### config.mk
export PLATFORM = sky130hd
export DESIGN_NAME = pc_addr_unit
export DESIGN_NICKNAME = d
export VERILOG_FILES = /design/src/rtl/pc_addr_unit.sv
export SDC_FILE = /design/constraint.sdc
export NUM_CORES = 1
export LEC_CHECK = 0
export ABC_AREA = 1
export BUFFER_PORTS_ARGS = -buffer_cell sky130_fd_sc_hd__clkbuf_2
export CAP_MARGIN = 20
export CORE_MARGIN = 3
export CORE_UTILIZATION = 30
export CTS_CLUSTER_SIZE = 24
export DETAILED_ROUTE_END_ITERATION = 12
export PLACE_DENSITY = 0.59
export SLEW_MARGIN = 20
export SYNTH_ARGS = -nofsm -noshare
export SYNTH_HDL_FRONTEND = slang
export SYNTH_SLANG_ARGS = --single-unit
### constraint.sdc
create_clock -name clk -period 3.63 [get_ports clk]
set_input_delay 0.726 -clock clk [delete_from_list [all_inputs] [get_ports clk]]
set_output_delay 0.726 -clock clk [all_outputs]
set_load 0.01 [all_outputs]
### src/rtl/pc_addr_unit.sv
// PC, data-address, instruction-address, halt latch and retire counter feeding the memory port.
// Registers update one edge after their strobe; mem_addr/mem_cmd_out are combinational; no backpressure.
module pc_addr_unit #(
   parameter int AW = 9,
   parameter int DW = 16,
   parameter int CW = 16
) (
   input  logic          clk,
   input  logic          reset,
   input  logic          load_pc,
   input  logic [1:0]    reset_pc,
   input  logic [DW-1:0] sximm8,
   input  logic [DW-1:0] rd_value,
   input  logic          load_addr,
   input  logic [DW-1:0] datapath_out,
   input  logic          addr_sel,
   input  logic          load_ir,
   input  logic          halt,
   input  logic [1:0]    mem_cmd,
   output logic [AW-1:0] mem_addr,
   output logic [1:0]    mem_cmd_out,
   output logic [AW-1:0] pc,
   output logic [AW-1:0] data_addr,
   output logic [AW-1:0] instr_pc,
   output logic          halted,
   output logic [CW-1:0] instr_count
);

   always_ff @(posedge clk or posedge reset) begin
      if (reset) begin
         pc          <= '0;
         data_addr   <= '0;
         instr_pc    <= '0;
         halted      <= 1'b0;
         instr_count <= '0;
      end else begin
         if (halt)
            halted <= 1'b1;
         // Gating uses the registered halt, so a same-cycle strobe still completes.
         if (!halted) begin
            if (load_pc) begin
               unique case (reset_pc)
                  2'b00: pc <= pc + AW'(1);
                  2'b01: pc <= '0;
                  2'b10: pc <= pc + sximm8[AW-1:0];
                  2'b11: pc <= rd_value[AW-1:0];
               endcase
            end
            if (load_addr)
               data_addr <= datapath_out[AW-1:0];
            if (load_ir) begin
               instr_pc <= pc;
               if (instr_count != '1)
                  instr_count <= instr_count + CW'(1);
            end
         end
      end
   end

   assign mem_addr    = addr_sel ? pc : data_addr;
   assign mem_cmd_out = halted ? 2'b00 : mem_cmd;

endmodule

Word level (Yosys, flattened, before mapping)
Cells that the tools add are included.
Word-level totals
  word-level logic and storage cells: 21
  input port bits: 59
  memories kept: 0
  flip-flop bits (word level): 44
  output and inout bits: 55
  memory bits (read-only): 0
  memory bits (writable): 0
  bits in latches: 0
Cells by class
  $add $sub $neg: 3
  $lt $le $gt $ge: 0
  $mul: 0
  shift operators: 0
  divide/modulo/power cells: 0
  reductions and logical operators: 5
  equal/unequal tests: 4
  bitwise gates (word level): 1
  mux-type cells: 3
Operators with widths (number)
  9-bit case mux with 4 select lines: 1
  16-bit by 1-bit adder with 16-bit output, second input constant: 1
  16-bit != test, second input constant: 1
  9-bit by 1-bit adder with 9-bit output, second input constant: 1
  9-bit adder: 1
  9-bit two-way mux: 1
  2-bit AND reduction: 3
  2-bit == test, second input constant: 2
  3-bit AND reduction: 1
  2-bit by 1-bit == test with 1-bit output, second input constant: 1
  2-bit logical NOT: 1
  2-bit two-way mux: 1
  1-bit inverter: 1

Depth between registers and ports, before layout
  depth after elaboration: 2
  depth in mapped cells: 13
  depth with buffers taken out: 12

Least setup slack after synthesis
OpenSTA, ideal clock, no wires.
  path kind: input -> register
  from: input port reset_pc[0]
  to: register pc[8]
  slack: 1.051 ns
  path buffers: 1
  arrival: 2.502 ns
  stages on the path: 13
  required time: 3.553 ns
  library setup time: 0.077 ns
  cell sequence: inv_1 buf_2 nand2_1 or2_2 ha_1 fa_1 nand2_1 nand2_1 nand3_1 nand2_1 nand2_1 nand3_1 a21oi_1
Between the ends
  word-level cells in the longest chain between the ends: 2
  elaborated cells between the ends (all ways): 5
  classes of those cells: 3 x eq/ne; 1 x mux; 1 x reduce/logical
Ends and longest elaborated chain
  from (decl): RTL line 11  | input logic [1:0] reset_pc,
  2-bit == test (tied with other cells): RTL line 42  | unique case (reset_pc)
  9-bit case mux with 4 select lines *: RTL line 42
  to (signal assigned): RTL line 43  | 2'b00: pc <= pc + AW'(1);
  to (signal assigned): RTL line 45  | 2'b10: pc <= pc + sximm8[AW-1:0];
  to (signal assigned): RTL line 46  | 2'b11: pc <= rd_value[AW-1:0];
  to (decl): RTL line 22  | output logic [AW-1:0] pc,
Every way passes the cells marked *; elsewhere a longest branch is shown, timed or not.
A chain may end at the register's enable or synchronous reset.

Worst setup path after layout
Same ends and word-level chain as after synthesis.

==> impl_results.md <==
* Status: complete, no violations
* Worst Setup End Kind: flip-flop
* Final non-filler cell total at 577
* Critical path's slowest cell: fa_1
* Clk slew on worst S/H paths at roughly 0.08 ns
* RSZ-0062 raised after global routing: false
* Reg-to-reg slack, setup at 1.74 ns
* Sw frac at 32.1%
* #FFs+latches synth at 44
* CTS root buf: clkbuf_8
* Total grt overflow at 0
* Post-CTS Setup Bufs at 0
* Slew @ Worst Pin at 0.790 ns
* Net Count, Synth at about 450
* Worst Reg-to-Reg Cells at 8
* P&R area growth vs syn at 23.8%
* Placed wire-length estimate at roughly 5600 um
* First drt pass iteration count at 4
* Worst Skew at 0.00474 ns
* Final hold viol count at 0
* Final core utilization at 39.4%
* Post-route clock period utilization at 66.2%
* Post-CTS Hold Fix Bufs at 0
* Worst Setup Start Kind: input port
* Min-Delay Path Depth at 2
* Clock Latency Late Sink at a little under 0.3 ns
* Die width at 101 um
* Buffers added on ports at between 90 and 100
* RR Endpoint: instr_count[10]
* Period minus WS final at 2.40 ns
* Reg2reg start: halted
* Fmax at between 0.4 and 0.5 GHz
* Worst Path Arrival at about 2.6 ns
* # rows at 33
* Die H at slightly above 100 um
* Core area at 8460 um^2
* Total power at between 1 and 1.5 mW
* Comb power frac at 22.8%
* Clock power share at 26.7%
* Initial core utilization at 31.8%
* Crit path kind: in2reg
* Internal power at around 760 uW
* Starting DRC count in detailed routing at 71
* Clk buf depth at 2
* Synthesis warning total at 0
* Most used cell, CP: nand2_1
* CP required at 3.85 ns
* Mapped Avg Cell Area at 7.11 um^2
* VDD IR-drop max at approximately 160 uV
* Slew margin rel. at 47.3%
* Post-CTS sizing at 0
* Worst hold margin at 0.484 ns
* Synth Cell Area at 2690 um^2
* Final WL at 7090 um
* Placer Congestion at slightly above 0.8
* Final nets at 541
* I/O pin total at 114
* Initial antenna violation count at 0
* Drt wl/cell at 12.3 um
* Pin count of the biggest net entering global routing at 45
* Dpl cell area at 3260 um^2
* DRC Markers at 0
* ANT cells at 0
* Setup TNS at 0 ns
* Crit-path cells: clkbuf_2 -> inv_1 -> buf_4 -> nand2_1 -> or2_2 -> ha_1 -> fa_1 -> nand2_1 -> nand2_1 -> nand3_1 -> nand2_1 -> nand2_1 -> nand3_1 -> a21oi_1
* CTS tree: built
* Post-placement cell count at 570
* Routed Antenna Nets at 0
* Pwr dens at 336 nW/um^2
* Setup WS pre-CTS at 0.903 ns
* Distinct cell type count after synthesis at 31
* Sequential Power Share at 50.5%
* CP peak stage delay at 0.39 ns
* Hold worst-path end: instr_pc[0]
* Hold path start: instr_pc[0]
* Design area at 3330 um^2
* Via density at around 4.6
* Sink Count at 44
* First-pass GRT wire length at 11900 um
* Max-cap violations at 0
* Number of global-route vias before repair at 2583
* Register area share after synthesis at around two fifths
* Via count at 2637
* Psw at 360 uW
* Cells after Synth at 379
* TritonCTS buffer count at 5
* Hold Crit Class: reg2reg
* CTS H-tree lvls at 2
* Lkg Pwr at 1.93 nW
* Setup ws final at 1.23 ns
* Layout cells sized above 1 at approximately 25%
* Final Max Slew Viols at 0
* Die area at slightly above 10000 um^2
* Final setup viols at 0
* CP max FO at 12
* All-Layer GR Usage at approximately 15%
## power groups by stage
stage	Clock [mW]	Combinational (mW)	Sequential (mW)
global placement	0	0.253	0.578
finish	0.299	0.255	0.567
global route	0.341	0.292	0.574
floorplan	0	0.141	0.582
CTS	0.318	0.260	0.569
detailed placement	0	0.259	0.578
## state kept, by name, indices dropped and copies added (netlist names)
name         flops
instr_pc         9
instr_count     16
halted           1
pc               9
data_addr        9
## worst max path at each step
stage | depth (start not counted) | end | slack (ns) | start
4_1_cts | 14 | pc[8] | 1.23 | reset_pc[0]
3_5_place_dp | 14 | pc[8] | 0.90 | reset_pc[0]
5_1_grt | 14 | pc[6] | 1.06 | reset_pc[0]
6_report | 14 | pc[8] | 1.23 | reset_pc[0]
2_1_floorplan | 13 | pc[8] | 1.05 | reset_pc[0]
3_3_place_gp | 14 | pc[8] | 0.95 | reset_pc[0]
## critical path: cells and delay by family
family	cells	cell delay [ns]
buf+inv	3	0.32
compound gates	1	0.12
simple gates	8	0.86
fa+ha+maj	2	0.60
## cells in the final DEF (no fill, tap or decap)
cell      synthesis  layout
nor2_1           44      44
nand3b_2          2       2
fa_1              1       1
nor2_4            1       1
a31oi_1           2       2
nor3_1            1       1
clkinv_1          1       1
xor2_1            6       6
clkbuf_1          3       1
nand2_1         126     126
xnor2_1           6       6
clkinv_2          0       2
nand2_2           1       1
nand3_2           2       2
o21ai_2           1       1
ha_1              9       9
dfrtp_1          44      44
a211oi_1          1       1
a21oi_1          20      20
inv_1            54      53
nand2_4           1       1
nand3b_1          2       2
mux2_2            1       1
inv_2             1       1
nand3_1          20      20
buf_4             1       2
or2_2             4       4
clkbuf_2          0      92
nand4_1           3       3
clkbuf_8          0       5
o21ai_0          16      16
inv_4             1       1
## Yosys cell counts, drive strengths merged
cell / count / area share, %
buf: 5 / 1.3
or2: 4 / 0.93
a31oi: 2 / 0.46
xnor2: 6 / 2.0
o21ai: 17 / 3.3
a211oi: 1 / 0.28
nand3b: 4 / 1.4
nor2: 45 / 6.5
nor3: 1 / 0.19
nand4: 3 / 0.70
clkinv: 1 / 0.14
a21oi: 20 / 3.7
inv: 56 / 7.9
nand2: 128 / 18
nand3: 22 / 4.5
dfrtp: 44 / 41
xor2: 6 / 2.0
clkbuf: 3 / 0.42
ha: 9 / 4.2
mux2: 1 / 0.42
fa: 1 / 0.74
## metal layers
metal	global-route usage (%)	part of all wire, %
met1	18.4	45
met2	25.2	49
met3	3.88	6.0
met4	2.38	0.48
met5	0	0
## final cells by class
type                            count  area (um^2)
Clock inverter                      1         5.00
Timing Repair Buffer               94          475
Clock buffer                        6         72.6
Tap cell                          105          131
Multi-Input combinational cell    270         1330
Fill cell                         909         5130
Sequential cell                    44         1100
Inverter                           57          218
## kinds of logic (layout without fill, tap and decap cells)
family,after synthesis,count (layout),synth area share [%]
and+or+nand+nor,207,207,32.4
muxes,1,1,0.418
xor gates and xnor gates,12,12,3.90
AOI/OAI and AO/OA,40,40,7.76
adders and majority gates,10,10,4.92
buffers and inverters,65,158,9.71
DFF,44,44,40.9
Note: power is estimated with default switching activity, not from simulation.
